<file path="config.mk">
export PLATFORM = sky130hd
export DESIGN_NAME = stack_arbiter_flat
export DESIGN_NICKNAME = d
export VERILOG_FILES = /design/src/rtl/stack_arbiter_if.sv /design/src/rtl/stack_arbiter.sv /design/src/flat_wrapper.sv
export SDC_FILE = /design/constraint.sdc
export NUM_CORES = 1
export LEC_CHECK = 0
export CAP_MARGIN = 25
export CORE_UTILIZATION = 54
export DETAILED_ROUTE_END_ITERATION = 16
export DONT_BUFFER_PORTS = 1
export PLACE_DENSITY_LB_ADDON = 0.12
export SLEW_MARGIN = 25
export SYNTH_ARGS = -nofsm -noshare
export SYNTH_HDL_FRONTEND = slang
export SYNTH_SLANG_ARGS = --single-unit
</file>
<file path="constraint.sdc">
create_clock -name clk -period 2.7 [get_ports clk]
set_input_delay 0 -clock clk [delete_from_list [all_inputs] [get_ports clk]]
set_output_delay 0 -clock clk [all_outputs]
set_load 0.02 [all_outputs]
</file>
<file path="src/rtl/stack_arbiter_if.sv">
// Bundle of signals around the stack arbiter: two requester ports, the
// strobes and data to and from the shared LIFO, and the occupancy flags.
// The slave modport is the arbiter's view. The master modport is everything
// around it: the requesters and the LIFO.
interface stack_arbiter_if #(
    parameter int WL = 6
);
    logic          req0;
    logic          req1;
    logic          op0;
    logic          op1;
    logic [WL-1:0] din0;
    logic [WL-1:0] din1;
    logic          gnt0;
    logic          gnt1;
    logic          done0;
    logic          done1;
    logic          err0;
    logic          err1;
    logic [WL-1:0] dout;
    logic          stk_push;
    logic          stk_pop;
    logic [WL-1:0] stk_din;
    logic [WL-1:0] stk_q;
    logic          full;
    logic          empty;

    modport master (
        output req0, req1, op0, op1, din0, din1, stk_q,
        input  gnt0, gnt1, done0, done1, err0, err1, dout,
               stk_push, stk_pop, stk_din, full, empty
    );

    modport slave (
        input  req0, req1, op0, op1, din0, din1, stk_q,
        output gnt0, gnt1, done0, done1, err0, err1, dout,
               stk_push, stk_pop, stk_din, full, empty
    );
endinterface

</file>
<file path="src/rtl/stack_arbiter.sv">
// Two-requester arbiter in front of a shared external LIFO.
// Each operation takes three cycles:
//   IDLE  : arbitrate
//   ISSUE : grant the winner and strobe the LIFO
//   RESP  : done pulse, plus pop data or an error
// Pushes to a full stack and pops from an empty stack complete with err set
// and never touch the LIFO.
// Build option: define STACK_ARB_RR_EN for round-robin tie-breaking.
// Without it, requester 0 has fixed priority.
module stack_arbiter #(
    parameter int WL = 6,
    parameter int N  = 3
) (
    input  logic           clk,
    input  logic           reset,
    stack_arbiter_if.slave bus
);
    localparam logic [N-1:0] DEPTH = {N{1'b1}};

    localparam logic [1:0] IDLE  = 2'd0;
    localparam logic [1:0] ISSUE = 2'd1;
    localparam logic [1:0] RESP  = 2'd2;

    logic [1:0]    state_reg;
    logic [1:0]    state_next;
    logic          id_reg;
    logic          op_reg;
    logic [WL-1:0] din_reg;
    logic          err_reg;
    logic [N-1:0]  cnt_reg;
    logic [N-1:0]  cnt_next;
    logic          full_reg;
    logic          empty_reg;

    logic [1:0]    req_vec;
    logic          any_req;
    logic          win;
    logic          win_op;
    logic [WL-1:0] win_din;
    logic          illegal;
    logic          in_issue;
    logic          in_resp;
    logic          legal_issue;
    logic [1:0]    gnt_vec;
    logic [1:0]    done_vec;
    logic [1:0]    err_vec;

    assign req_vec = {bus.req1, bus.req0};
    assign any_req = |req_vec;

`ifdef STACK_ARB_RR_EN
    logic last_reg;

    // Round-robin: on a tie, the requester not served last wins.
    always_comb begin
        win = 1'b0;
        if (&req_vec) begin
            win = ~last_reg;
        end else begin
            win = ~req_vec[0];
        end
    end

    // Remember who was granted last. Reset points at requester 1, so
    // requester 0 wins the first tie.
    always_ff @(posedge clk) begin
        if (reset) begin
            last_reg <= 1'b1;
        end else if (state_reg == IDLE && any_req) begin
            last_reg <= win;
        end
    end
`else
    // Fixed priority: requester 0 wins whenever it is requesting.
    always_comb begin
        win = ~req_vec[0];
    end
`endif

    assign win_op  = win ? bus.op1 : bus.op0;
    assign win_din = win ? bus.din1 : bus.din0;

    // Legality is decided at arbitration time. The count cannot change
    // between IDLE and ISSUE, so this is the same answer ISSUE would get.
    assign illegal = win_op ? (cnt_reg == DEPTH) : (cnt_reg == '0);

    // Next state: IDLE -> ISSUE -> RESP -> IDLE.
    always_comb begin
        state_next = state_reg;
        case (state_reg)
            IDLE:    state_next = any_req ? ISSUE : IDLE;
            ISSUE:   state_next = RESP;
            RESP:    state_next = IDLE;
            default: state_next = IDLE;
        endcase
    end

    // State register plus the winner's latched id, op, data and error.
    always_ff @(posedge clk) begin
        if (reset) begin
            state_reg <= IDLE;
            id_reg    <= 1'b0;
            op_reg    <= 1'b0;
            din_reg   <= '0;
            err_reg   <= 1'b0;
        end else begin
            state_reg <= state_next;
            if (state_reg == IDLE && any_req) begin
                id_reg  <= win;
                op_reg  <= win_op;
                din_reg <= win_din;
                err_reg <= illegal;
            end
        end
    end

    assign in_issue    = (state_reg == ISSUE);
    assign in_resp     = (state_reg == RESP);
    assign legal_issue = in_issue && !err_reg;

    // The occupancy count moves only on a legal ISSUE, so it never wraps.
    always_comb begin
        cnt_next = cnt_reg;
        if (legal_issue) begin
            cnt_next = op_reg ? cnt_reg + 1'b1 : cnt_reg - 1'b1;
        end
    end

    // Count register and the registered full/empty flags derived from it.
    always_ff @(posedge clk) begin
        if (reset) begin
            cnt_reg   <= '0;
            full_reg  <= 1'b0;
            empty_reg <= 1'b1;
        end else begin
            cnt_reg   <= cnt_next;
            full_reg  <= (cnt_next == DEPTH);
            empty_reg <= (cnt_next == '0);
        end
    end

    // Per-requester grant, done and error decode.
    generate
        for (genvar gi = 0; gi < 2; gi++) begin : g_port
            assign gnt_vec[gi]  = in_issue && (id_reg == 1'(gi));
            assign done_vec[gi] = in_resp && (id_reg == 1'(gi));
            assign err_vec[gi]  = done_vec[gi] && err_reg;
        end
    endgenerate

    assign bus.gnt0  = gnt_vec[0];
    assign bus.gnt1  = gnt_vec[1];
    assign bus.done0 = done_vec[0];
    assign bus.done1 = done_vec[1];
    assign bus.err0  = err_vec[0];
    assign bus.err1  = err_vec[1];

    // Push and pop strobes are mutually exclusive because op_reg is a
    // single bit.
    assign bus.stk_push = legal_issue && op_reg;
    assign bus.stk_pop  = legal_issue && !op_reg;
    assign bus.stk_din  = (in_issue && op_reg) ? din_reg : '0;

    // The LIFO presents popped data in the cycle after the strobe, which is
    // RESP, so the data is passed through only while the pop is completing.
    assign bus.dout  = (in_resp && !op_reg && !err_reg) ? bus.stk_q : '0;
    assign bus.full  = full_reg;
    assign bus.empty = empty_reg;
endmodule
</file>
<file path="src/flat_wrapper.sv">
// flat-port wrapper written by rule: the top's interface ports become plain ports
module stack_arbiter_flat 
#(
    parameter int WL = 6,
    parameter int N  = 3
)
  (clk, reset, bus_req0, bus_req1, bus_op0, bus_op1, bus_din0, bus_din1, bus_stk_q, bus_gnt0, bus_gnt1, bus_done0, bus_done1, bus_err0, bus_err1, bus_dout, bus_stk_push, bus_stk_pop, bus_stk_din, bus_full, bus_empty);
  stack_arbiter_if #(.WL(WL)) bus_i ();
  input  logic clk;
  input  logic reset;
  input wire logic [$bits(bus_i.req0)-1:0] bus_req0;
  input wire logic [$bits(bus_i.req1)-1:0] bus_req1;
  input wire logic [$bits(bus_i.op0)-1:0] bus_op0;
  input wire logic [$bits(bus_i.op1)-1:0] bus_op1;
  input wire logic [$bits(bus_i.din0)-1:0] bus_din0;
  input wire logic [$bits(bus_i.din1)-1:0] bus_din1;
  input wire logic [$bits(bus_i.stk_q)-1:0] bus_stk_q;
  output wire logic [$bits(bus_i.gnt0)-1:0] bus_gnt0;
  output wire logic [$bits(bus_i.gnt1)-1:0] bus_gnt1;
  output wire logic [$bits(bus_i.done0)-1:0] bus_done0;
  output wire logic [$bits(bus_i.done1)-1:0] bus_done1;
  output wire logic [$bits(bus_i.err0)-1:0] bus_err0;
  output wire logic [$bits(bus_i.err1)-1:0] bus_err1;
  output wire logic [$bits(bus_i.dout)-1:0] bus_dout;
  output wire logic [$bits(bus_i.stk_push)-1:0] bus_stk_push;
  output wire logic [$bits(bus_i.stk_pop)-1:0] bus_stk_pop;
  output wire logic [$bits(bus_i.stk_din)-1:0] bus_stk_din;
  output wire logic [$bits(bus_i.full)-1:0] bus_full;
  output wire logic [$bits(bus_i.empty)-1:0] bus_empty;
  assign bus_i.req0 = bus_req0;
  assign bus_i.req1 = bus_req1;
  assign bus_i.op0 = bus_op0;
  assign bus_i.op1 = bus_op1;
  assign bus_i.din0 = bus_din0;
  assign bus_i.din1 = bus_din1;
  assign bus_i.stk_q = bus_stk_q;
  assign bus_gnt0 = bus_i.gnt0;
  assign bus_gnt1 = bus_i.gnt1;
  assign bus_done0 = bus_i.done0;
  assign bus_done1 = bus_i.done1;
  assign bus_err0 = bus_i.err0;
  assign bus_err1 = bus_i.err1;
  assign bus_dout = bus_i.dout;
  assign bus_stk_push = bus_i.stk_push;
  assign bus_stk_pop = bus_i.stk_pop;
  assign bus_stk_din = bus_i.stk_din;
  assign bus_full = bus_i.full;
  assign bus_empty = bus_i.empty;
  stack_arbiter #(.WL(WL), .N(N)) u_core (.clk(clk), .reset(reset), .bus(bus_i));
endmodule
</file>
==> results of run 1 <==
## worst max-delay path, delay by kind of cell, from the launching register on
kind,cells,cell delay [ns]
adders and majority gates,1,0.44
xor gates and xnor gates,1,0.18
DFF,1,0.59
AOI/OAI and AO/OA,1,0.28
buffers and inverters,1,0.13
and+or+nand+nor,1,0.36
## metal layers
| metal | track usage | routed length [um] |
|---|---|---|
| met5 | 0 | 0 |
| met4 | 0.144 | 76 |
| met3 | 0.0474 | 149 |
| met2 | 0.394 | 1020 |
| met1 | 0.308 | 860 |
## power by group through the flow
stage / registers, uW / logic (uW) / clock network, uW
after floorplan: 292 / 125 / 0
after detailed placement: 302 / 136 / 0
after CTS: 297 / 160 / 165
after global routing: 303 / 176 / 174
final: 298 / 163 / 160
after global placement: 301 / 130 / 0
## final cells by class
| class | count | area [um2] |
|---|---|---|
| clock buffers | 4 | 36.3 |
| fillers | 132 | 458 |
| inverters | 1 | 3.75 |
| multi-input cells | 75 | 538 |
| flip-flops and latches | 16 | 320 |
| well taps | 16 | 20.0 |
| repair buffers | 15 | 148 |
## logic make-up after synthesis
group	count (synthesis)	synth area share
AOI/OAI and AO/OA	23	0.176
buffers and inverters	7	0.0352
xor gates and xnor gates	3	0.0464
muxes	8	0.0900
adders and majority gates	1	0.0225
and+or+nand+nor	40	0.270
DFF	16	0.360
## synthesized netlist by cell type, types with 2 or more instances
cell,number
sky130_fd_sc_hd__dfxtp_1,16
sky130_fd_sc_hd__a21oi_1,10
sky130_fd_sc_hd__and2_1,10
sky130_fd_sc_hd__a211oi_1,8
sky130_fd_sc_hd__mux2i_1,8
sky130_fd_sc_hd__nor2_1,8
sky130_fd_sc_hd__and3_1,7
sky130_fd_sc_hd__buf_2,4
sky130_fd_sc_hd__nor2b_1,4
sky130_fd_sc_hd__clkbuf_1,2
sky130_fd_sc_hd__nand2b_1,2
sky130_fd_sc_hd__nor3_1,2
sky130_fd_sc_hd__or3b_1,2
sky130_fd_sc_hd__xor2_1,2
## worst paths after layout
| check | slack, ns | depth (start not counted) | end |
|---|---|---|---|
| max | 0.64 | 5 | u_core.bus.full$_SDFF_PP0_ |
| min | 0.05 | 3 | u_core.err_reg$_SDFFE_PP0P_ |
| max reg2reg | 0.64 | 5 | u_core.bus.full$_SDFF_PP0_ |
| min reg2reg | 0.52 | 2 | u_core.din_reg[2]$_SDFFE_PP0P_ |
## through the flow
step	worst slack [ns]	cell area, um2	std cells	hold slack [ns]	total power, uW
2_1_floorplan	0.765	890	98	0.0662	417
3_3_place_gp	0.750	890	109	0.0693	431
3_5_place_dp	0.720	890	109	0.0736	438
4_1_cts	0.697	1070	127	0.0327	622
5_1_grt	0.590	1070	127	0.0676	653
6_report	0.644	1070	127	0.0506	620
## what timing repair did
action                                 in CTS  in global routing
hold buffers                               14                  0
endpoints found under the hold margin      16                  0
gates resized for setup                     0                  0
==> results.ini, run 1 <==
[sta]
post-route-min-period_ns=2.06
layout_worst_path_cycle_share=0.762
fin_worst_skew_ns=0.00286
sum_of_negative_setup_slack_ns=0
rsz_0062_raised_after_global_routing=no
maxSlewViolCount=0
finalSetupViolCount=0
max_transition_margin=0.559
fmax_mhz=486
finalHoldViolations=0
tightestPinTransition_ns=0.656

[route]
finalWirelength_um=2100
drt_iter0_drc=25
dr_total_vias=785
antenna_violating_nets_post_route=0
drt-vias-per-instance=6.18
wire_per_inst_um=16.6
drt-pass1-iter-count=4
drt_drc_violations_left=0

[clocking]
ctsHtreeMaxLevel=1
cts_tree=built
cts_post_setup_buffers_inserted=0
worst_setup_hold_path_clk_slew_ns=0.10
cts-root-buf=sky130_fd_sc_hd__clkbuf_4
ctsLongestPathBuffers=2
cts-buffers-inserted=3
clock_latency_on_the_worst_skew_pair_ns=0.29
tritoncts_sinks=16

[final_layout]
n_antenna_cell=0
final_layout_size_suffix_gt1_frac=0.0721
nNetsFinal=137
final_core_util=0.700
mostFrequentLayoutCell=sky130_fd_sc_hd__dfxtp_1
largest_reg_flops=6
area.growth.synth_to_final_pct=19.8
final_cell_mix=sky130_fd_sc_hd__dfxtp_1, sky130_fd_sc_hd__dlygate4sd3_1, sky130_fd_sc_hd__and2_1, sky130_fd_sc_hd__a21oi_1

[synthesis]
synth_sequential_area_ratio=0.360
syn-mean-instance-area_um2=9.08
ys_seq_elements=16
async_flop_share=0
synth.net_count=123
synth_area_leaders=sky130_fd_sc_hd__dfxtp_1, sky130_fd_sc_hd__mux2i_1, sky130_fd_sc_hd__and2_1
synth.distinct_cells=27
synth.cell_area_um2=890
yosysWarnings=0
yosys_most_used_dff=sky130_fd_sc_hd__dfxtp_1
netlist_instances=98
synthDominantAreaCellType=sky130_fd_sc_hd__dfxtp_1
synth_enable_flop_cells=0
synth.top_cell.area_share=0.360

[floorplan]
vertical_die_dimension_um=42.6
core.rowCount=14
start_util=0.584
io_pins=46
die_w_um=42.6
fp.dieArea_um2=1810
coreArea_um2=1520

[global_routing]
pin_count_of_the_biggest_net_entering_global_routing=17
grt_first_pass_wirelength_um=3350
groute.usage.overall=0.247
overflow_left_after_global_routing=0
number_of_global_route_vias_before_repair=758
grt_antenna_before_repair=0

[job]
drv_cap=0

[setup_path]
cp-end-kind=register
start_point_of_the_critical_path=u_core.op_reg$_SDFFE_PP0P_
cp_max_fo=12
r2r-start=u_core.op_reg$_SDFFE_PP0P_
worstPathRequired_ns=2.90
crit_type=reg2reg
arrival_ns=2.26
timing.critical_path.cells=inv_1 -> fa_1 -> xor2_1 -> or3_4 -> a221oi_2
setup.worst_path.start_class=register
critical-path-max-stage-delay_ns=0.59
crit_slowest_cell=sky130_fd_sc_hd__dfxtp_1

[placed_design]
buffer_ports.inserted=0
post-dp-hpwl_um=1330
gp_routability_congestion=0.746

[power]
power_per_cell_area_nw_per_um2=582
p_sw_frac=0.315
irDropWorstVdd_mv=0.492
clock_power_share=0.258
static_leakage_uw=0.000454
cellInternalPower_uw=425
pwr-share-comb=0.263
sequentialPowerShare=0.480
p_switching_uw=195

[min_path]
hold_class=in2reg
timing.hold.worst.start=bus_op1

[run_status]
result_of_the_run=finished, final reports clean

Power figures use the tool's default switching activity.
==> run 2, diff against run 1 <==
clock period = 1.9 ns   (was 2.7 ns; I/O delays follow)
==> results.ini, run 2 (synthesized netlist as in run 1, its figures left out) <==
[floorplan]
vertical_die_dimension_um=42.6  ; unchanged
die_w_um=42.6  ; unchanged
start_util=0.584  ; unchanged
core.rowCount=14  ; unchanged
coreArea_um2=1520  ; unchanged
io_pins=46  ; unchanged
fp.dieArea_um2=1810  ; unchanged

[route]
drt-pass1-iter-count=4  ; unchanged
drt_drc_violations_left=0  ; unchanged
drt-vias-per-instance=6.16  ; -0.42%
wire_per_inst_um=15.8  ; -4.5%
drt_iter0_drc=23  ; -8.0%
antenna_violating_nets_post_route=0  ; unchanged
finalWirelength_um=2040  ; -3.0%
dr_total_vias=794  ; +1.1%

[final_layout]
area.growth.synth_to_final_pct=20.8
final_standard_cell_area_without_fillers_um2=1070  ; +0.82%
largest_reg_flops=6  ; unchanged
final_cell_mix=sky130_fd_sc_hd__dfxtp_1, sky130_fd_sc_hd__dlygate4sd3_1, sky130_fd_sc_hd__and2_1, sky130_fd_sc_hd__a21oi_1
nNetsFinal=140  ; +2.2%
final_layout_size_suffix_gt1_frac=0.0885  ; +0.0164
n_antenna_cell=0  ; unchanged
fill_cell_total_of_the_finished_layout=119  ; -9.8%
final-instance-count-excl-fill=129  ; +1.6%
mostFrequentLayoutCell=sky130_fd_sc_hd__dfxtp_1

[run_status]
result_of_the_run=finished, final reports clean

[setup_path]
crit_type=reg2reg
arrival_ns=1.94  ; -0.32 ns
regToRegSetupSlack_ns=0.14  ; -0.50 ns
reg2regPathDepth=4  ; -1
worstPathRequired_ns=2.08  ; -0.82 ns
critical-path-max-stage-delay_ns=0.50  ; -0.09 ns
r2r-start=u_core.cnt_reg[0]$_SDFF_PP0_
regToRegEndpoint=u_core.bus.empty$_SDFF_PP1_
cp_max_fo=7  ; -5
timing.critical_path.cells=fa_1 -> xor3_1 -> a32o_1 -> a21o_1
setup.worst_path.start_class=register
path_delay_family=adder cells
crit_slowest_cell=sky130_fd_sc_hd__fa_1
path_buf_inv=0  ; -1
cp-end-kind=register

[power]
irDropWorstVdd_mv=0.451  ; -8.4%
static_leakage_uw=0.000463  ; +1.9%
power_per_cell_area_nw_per_um2=778  ; +34%

[clocking]
cts-root-buf=sky130_fd_sc_hd__clkbuf_4
ctsLongestPathBuffers=2  ; unchanged
cts-buffers-inserted=3  ; unchanged
ctsHtreeMaxLevel=1  ; unchanged
tritoncts_sinks=16  ; unchanged
cts_post_setup_buffers_inserted=0  ; unchanged
worst_setup_hold_path_clk_slew_ns=0.08  ; -0.02 ns
clock_latency_on_the_worst_skew_pair_ns=0.28  ; about the same
cts_tree=built

[global_routing]
global_route_layer_with_the_greatest_usage=met2
pin_count_of_the_biggest_net_entering_global_routing=17  ; unchanged
use_met2=0.428  ; +0.0338
number_of_global_route_vias_before_repair=768  ; +1.3%
met1_usage=0.330  ; +0.0218
grt_first_pass_wirelength_um=3460  ; +3.3%
overflow_left_after_global_routing=0  ; unchanged
grt_antenna_before_repair=0  ; unchanged
global_route.usage.met3=0.0345  ; -0.0129
groute.usage.overall=0.254  ; +0.00739

[sta]
max_transition_margin=0.598  ; +0.0389
finalSetupViolCount=0  ; unchanged
post-route-min-period_ns=1.76  ; -0.297 ns
finalHoldViolations=0  ; unchanged
sum_of_negative_setup_slack_ns=0  ; unchanged
maxSlewViolCount=0  ; unchanged
rsz_0062_raised_after_global_routing=no
layout_worst_path_cycle_share=0.926  ; +0.165
fin_worst_skew_ns=0.00354  ; +0.000681 ns
tightestPinTransition_ns=0.601  ; -0.0552 ns
fmax_mhz=568  ; +17%

[min_path]
hold_class=in2reg
timing.hold.worst_path_depth=3  ; unchanged
timing.hold.worst.start=bus_op1
min_to=u_core.err_reg$_SDFFE_PP0P_

[placed_design]
buffer_ports.inserted=0  ; unchanged
placedInstanceArea_um2=912  ; +2.5%
post-dp-hpwl_um=1260  ; -5.4%
gp_routability_congestion=0.752  ; +0.70%
post-place-cells=112  ; +2.8%

[job]
drv_cap=0  ; unchanged

run 2: changes by cell type in the layout (fill, tap and decap cells not counted), sizes merged:
cell and change:
buf +3, clkbuf -1
run 2: metrics by stage:
step | util | total power [uW] | hold WS [ns] | setup slack [ns]
after floorplan | - | 593 | 0.0662 | 0.0487
after global placement | 0.599 | 624 | 0.0696 | 0.186
after detailed placement | 0.599 | 630 | 0.0717 | 0.133
after CTS | 0.705 | 831 | 0.0497 | 0.131
after global routing | 0.705 | 883 | 0.0606 | 0.0623
final | 0.705 | 836 | 0.0644 | 0.140
run 2: how the worst max path moves through the flow:
stage                                       from                           to  slack, ns  cells past startpoint
finish              u_core.cnt_reg[0]$_SDFF_PP0_  u_core.bus.empty$_SDFF_PP1_       0.14                      4
global route        u_core.cnt_reg[0]$_SDFF_PP0_  u_core.bus.empty$_SDFF_PP1_       0.06                      4
CTS                 u_core.cnt_reg[0]$_SDFF_PP0_  u_core.bus.empty$_SDFF_PP1_       0.13                      4
detailed placement  u_core.cnt_reg[0]$_SDFF_PP0_  u_core.bus.empty$_SDFF_PP1_       0.13                      4
global placement    u_core.cnt_reg[0]$_SDFF_PP0_  u_core.bus.empty$_SDFF_PP1_       0.19                      4
floorplan             u_core.op_reg$_SDFFE_PP0P_  u_core.bus.empty$_SDFF_PP1_       0.05                      6
run 2: worst reg2reg max path: stages, from the launching register on:
cell and delay (ns):
sky130_fd_sc_hd__dfxtp_1 0.39, sky130_fd_sc_hd__fa_1 0.50, sky130_fd_sc_hd__xor3_1 0.37, sky130_fd_sc_hd__a32o_1 0.25, sky130_fd_sc_hd__a21o_1 0.16
run 2: report_power, final:
part	internal, uW	switching (uW)
Combinational	121	128
Clock	73.5	101
Sequential	374	37.5
run 2: final cells by class:
cell class | count | area, um2 | area share
flip-flops and latches | 16 | 320 | 0.298
inverters | 1 | 3.75 | 0.00349
multi-input cells | 75 | 538 | 0.501
well taps | 16 | 20.0 | 0.0186
clock buffers | 3 | 22.5 | 0.0210
repair buffers | 18 | 170 | 0.158
run 2: repair_timing:
item                      CTS  global route
hold buffers               14             0
gates resized for setup     0             0
hold endpoints to repair   16             0
run 2: layer usage:
| layer | up-vias | part of all wire |
|---|---|---|
| met3 | 4 | 0.059 |
| met2 | 41 | 0.51 |
| met5 | - | 0 |
| met4 | 0 | 0.012 |
| met1 | 366 | 0.42 |
| li1 | 383 | - |
==> run 3, diff against run 2 <==
BUFFER_PORTS_ARGS = -buffer_cell sky130_fd_sc_hd__buf_2   (was unset)
CORE_UTILIZATION = 44   (was 54)
DONT_BUFFER_PORTS = unset   (was 1)
REMOVE_ABC_BUFFERS = 1   (was unset)
SKIP_LAST_GASP = 1   (was unset)
==> results.ini, run 3 (synthesized netlist as in run 1, its figures left out) <==
[clocking]
cts-root-buf=sky130_fd_sc_hd__clkbuf_4
ctsLongestPathBuffers=2  ; unchanged
cts_hold_repair.buffers=0  ; -14
cts_repair_resize_count=0  ; unchanged
cts_post_setup_buffers_inserted=0  ; unchanged
cts-buffers-inserted=3  ; unchanged
ctsHtreeMaxLevel=1  ; unchanged
tritoncts_sinks=16  ; unchanged
clock_latency_on_the_worst_skew_pair_ns=0.28  ; about the same
worst_setup_hold_path_clk_slew_ns=0.09  ; about the same
cts_tree=built

[sta]
sum_of_negative_setup_slack_ns=0  ; unchanged
post-route-min-period_ns=1.77  ; +0.0104 ns
layout_worst_path_cycle_share=0.932  ; +0.00548
tightestPinTransition_ns=0.521  ; -0.0794 ns
fmax_mhz=565  ; -0.59%
finalSetupViolCount=0  ; unchanged
rsz_0062_raised_after_global_routing=no
max_transition_margin=0.652  ; +0.0536
maxSlewViolCount=0  ; unchanged
finalHoldViolations=0  ; unchanged
fin_worst_skew_ns=0.000846  ; -0.00269 ns

[final_layout]
area.growth.synth_to_final_pct=30.0
largest_reg_flops=6  ; unchanged
final_layout_size_suffix_gt1_frac=0.373  ; +0.285
final_core_util=0.642  ; -0.0636
final-seq-area_um2=320  ; unchanged
nNetsFinal=169  ; +21%
multi_input_comb_area_um2=538  ; unchanged
mostFrequentLayoutCell=sky130_fd_sc_hd__buf_2
n_antenna_cell=0  ; unchanged
final_cell_mix=sky130_fd_sc_hd__buf_2, sky130_fd_sc_hd__dfxtp_1, sky130_fd_sc_hd__and2_1, sky130_fd_sc_hd__a21oi_1
fill_cell_total_of_the_finished_layout=182  ; +53%

[job]
drv_cap=0  ; unchanged

[route]
dr_total_vias=878  ; +11%
drt-vias-per-instance=5.26  ; -15%
antenna_violating_nets_post_route=0  ; unchanged
finalWirelength_um=1980  ; -2.8%
drt_drc_violations_left=0  ; unchanged
drt-pass1-iter-count=4  ; unchanged
wire_per_inst_um=11.9  ; -25%
drt_iter0_drc=10  ; -57%

[setup_path]
r2r-start=u_core.cnt_reg[0]$_SDFF_PP0_
worstPathRequired_ns=2.09  ; about the same
crit_type=reg2reg
start_point_of_the_critical_path=u_core.cnt_reg[0]$_SDFF_PP0_
regToRegSetupSlack_ns=0.13  ; about the same
arrival_ns=1.96  ; +0.02 ns
cp-end-kind=register
cp_max_fo=7  ; unchanged
setup.worst_path.start_class=register

[floorplan]
core.rowCount=15  ; +1
io_pins=46  ; unchanged
coreArea_um2=1800  ; +18%
die_w_um=47.0  ; +10%
start_util=0.494  ; -0.0900
fp.dieArea_um2=2210  ; +22%
vertical_die_dimension_um=47.0  ; +10%

[global_routing]
grt_first_pass_wirelength_um=3130  ; -9.6%
grt_antenna_before_repair=0  ; unchanged
number_of_global_route_vias_before_repair=711  ; -7.4%
pin_count_of_the_biggest_net_entering_global_routing=17  ; unchanged
overflow_left_after_global_routing=0  ; unchanged
groute.usage.overall=0.203  ; -0.0517

[placed_design]
buffer_ports.inserted=45  ; +45
post-dp-hpwl_um=1480  ; +17%
gp_routability_congestion=0.776  ; +3.3%

[run_status]
result_of_the_run=finished, final reports clean

[power]
static_leakage_uw=0.000602  ; +30%
irDropWorstVdd_mv=0.561  ; +24%
power_per_cell_area_nw_per_um2=726  ; -6.6%
finalPower_uw=840  ; +0.47%

[min_path]
timing.hold.worst.start=bus_din1[0]
hold_class=in2reg

run 3: area by class of cell:
type | instances | share of cell area
inverter | 1 | 0.00325
tap | 25 | 0.0271
timing repair buffer | 47 | 0.208
sequential | 16 | 0.277
multi-input combinational | 75 | 0.465
clock buffer | 3 | 0.0195
run 3: per-layer routing:
layer  vias to the layer above  track usage  part of all wire
li1                        446            -                 -
met1                       386        0.259              0.48
met2                        41        0.333              0.44
met3                         5       0.0385             0.065
met4                         0       0.0857             0.015
met5                         -            0                 0
run 3: critical path, stage by stage, from the launching register on:
cell and delay (ns):
sky130_fd_sc_hd__dfxtp_1 0.39, sky130_fd_sc_hd__fa_1 0.50, sky130_fd_sc_hd__xor3_1 0.37, sky130_fd_sc_hd__a32o_1 0.25
sky130_fd_sc_hd__a21o_1 0.17
run 3: worst paths after layout:
path	end	depth (start not counted)
max	u_core.bus.empty$_SDFF_PP1_	4
min	u_core.din_reg[0]$_SDFFE_PP0P_	3
max reg2reg	u_core.bus.empty$_SDFF_PP1_	4
min reg2reg	u_core.din_reg[3]$_SDFFE_PP0P_	2
run 3: through the flow:
stage	worst slack, ns	cell area [um2]	instances	hold slack (ns)
after floorplan	0.0758	862	92	0.0662
after global placement	0.176	1130	164	0.319
after detailed placement	0.137	1130	164	0.319
after CTS	0.126	1160	167	0.0486
after global routing	0.0646	1160	167	0.0621
final	0.130	1160	167	0.0478
run 3: report_power, final:
group          internal, uW  switching, uW
Clock                  73.6            104
Combinational           122            134
Sequential              374           32.7
Total                   570            270
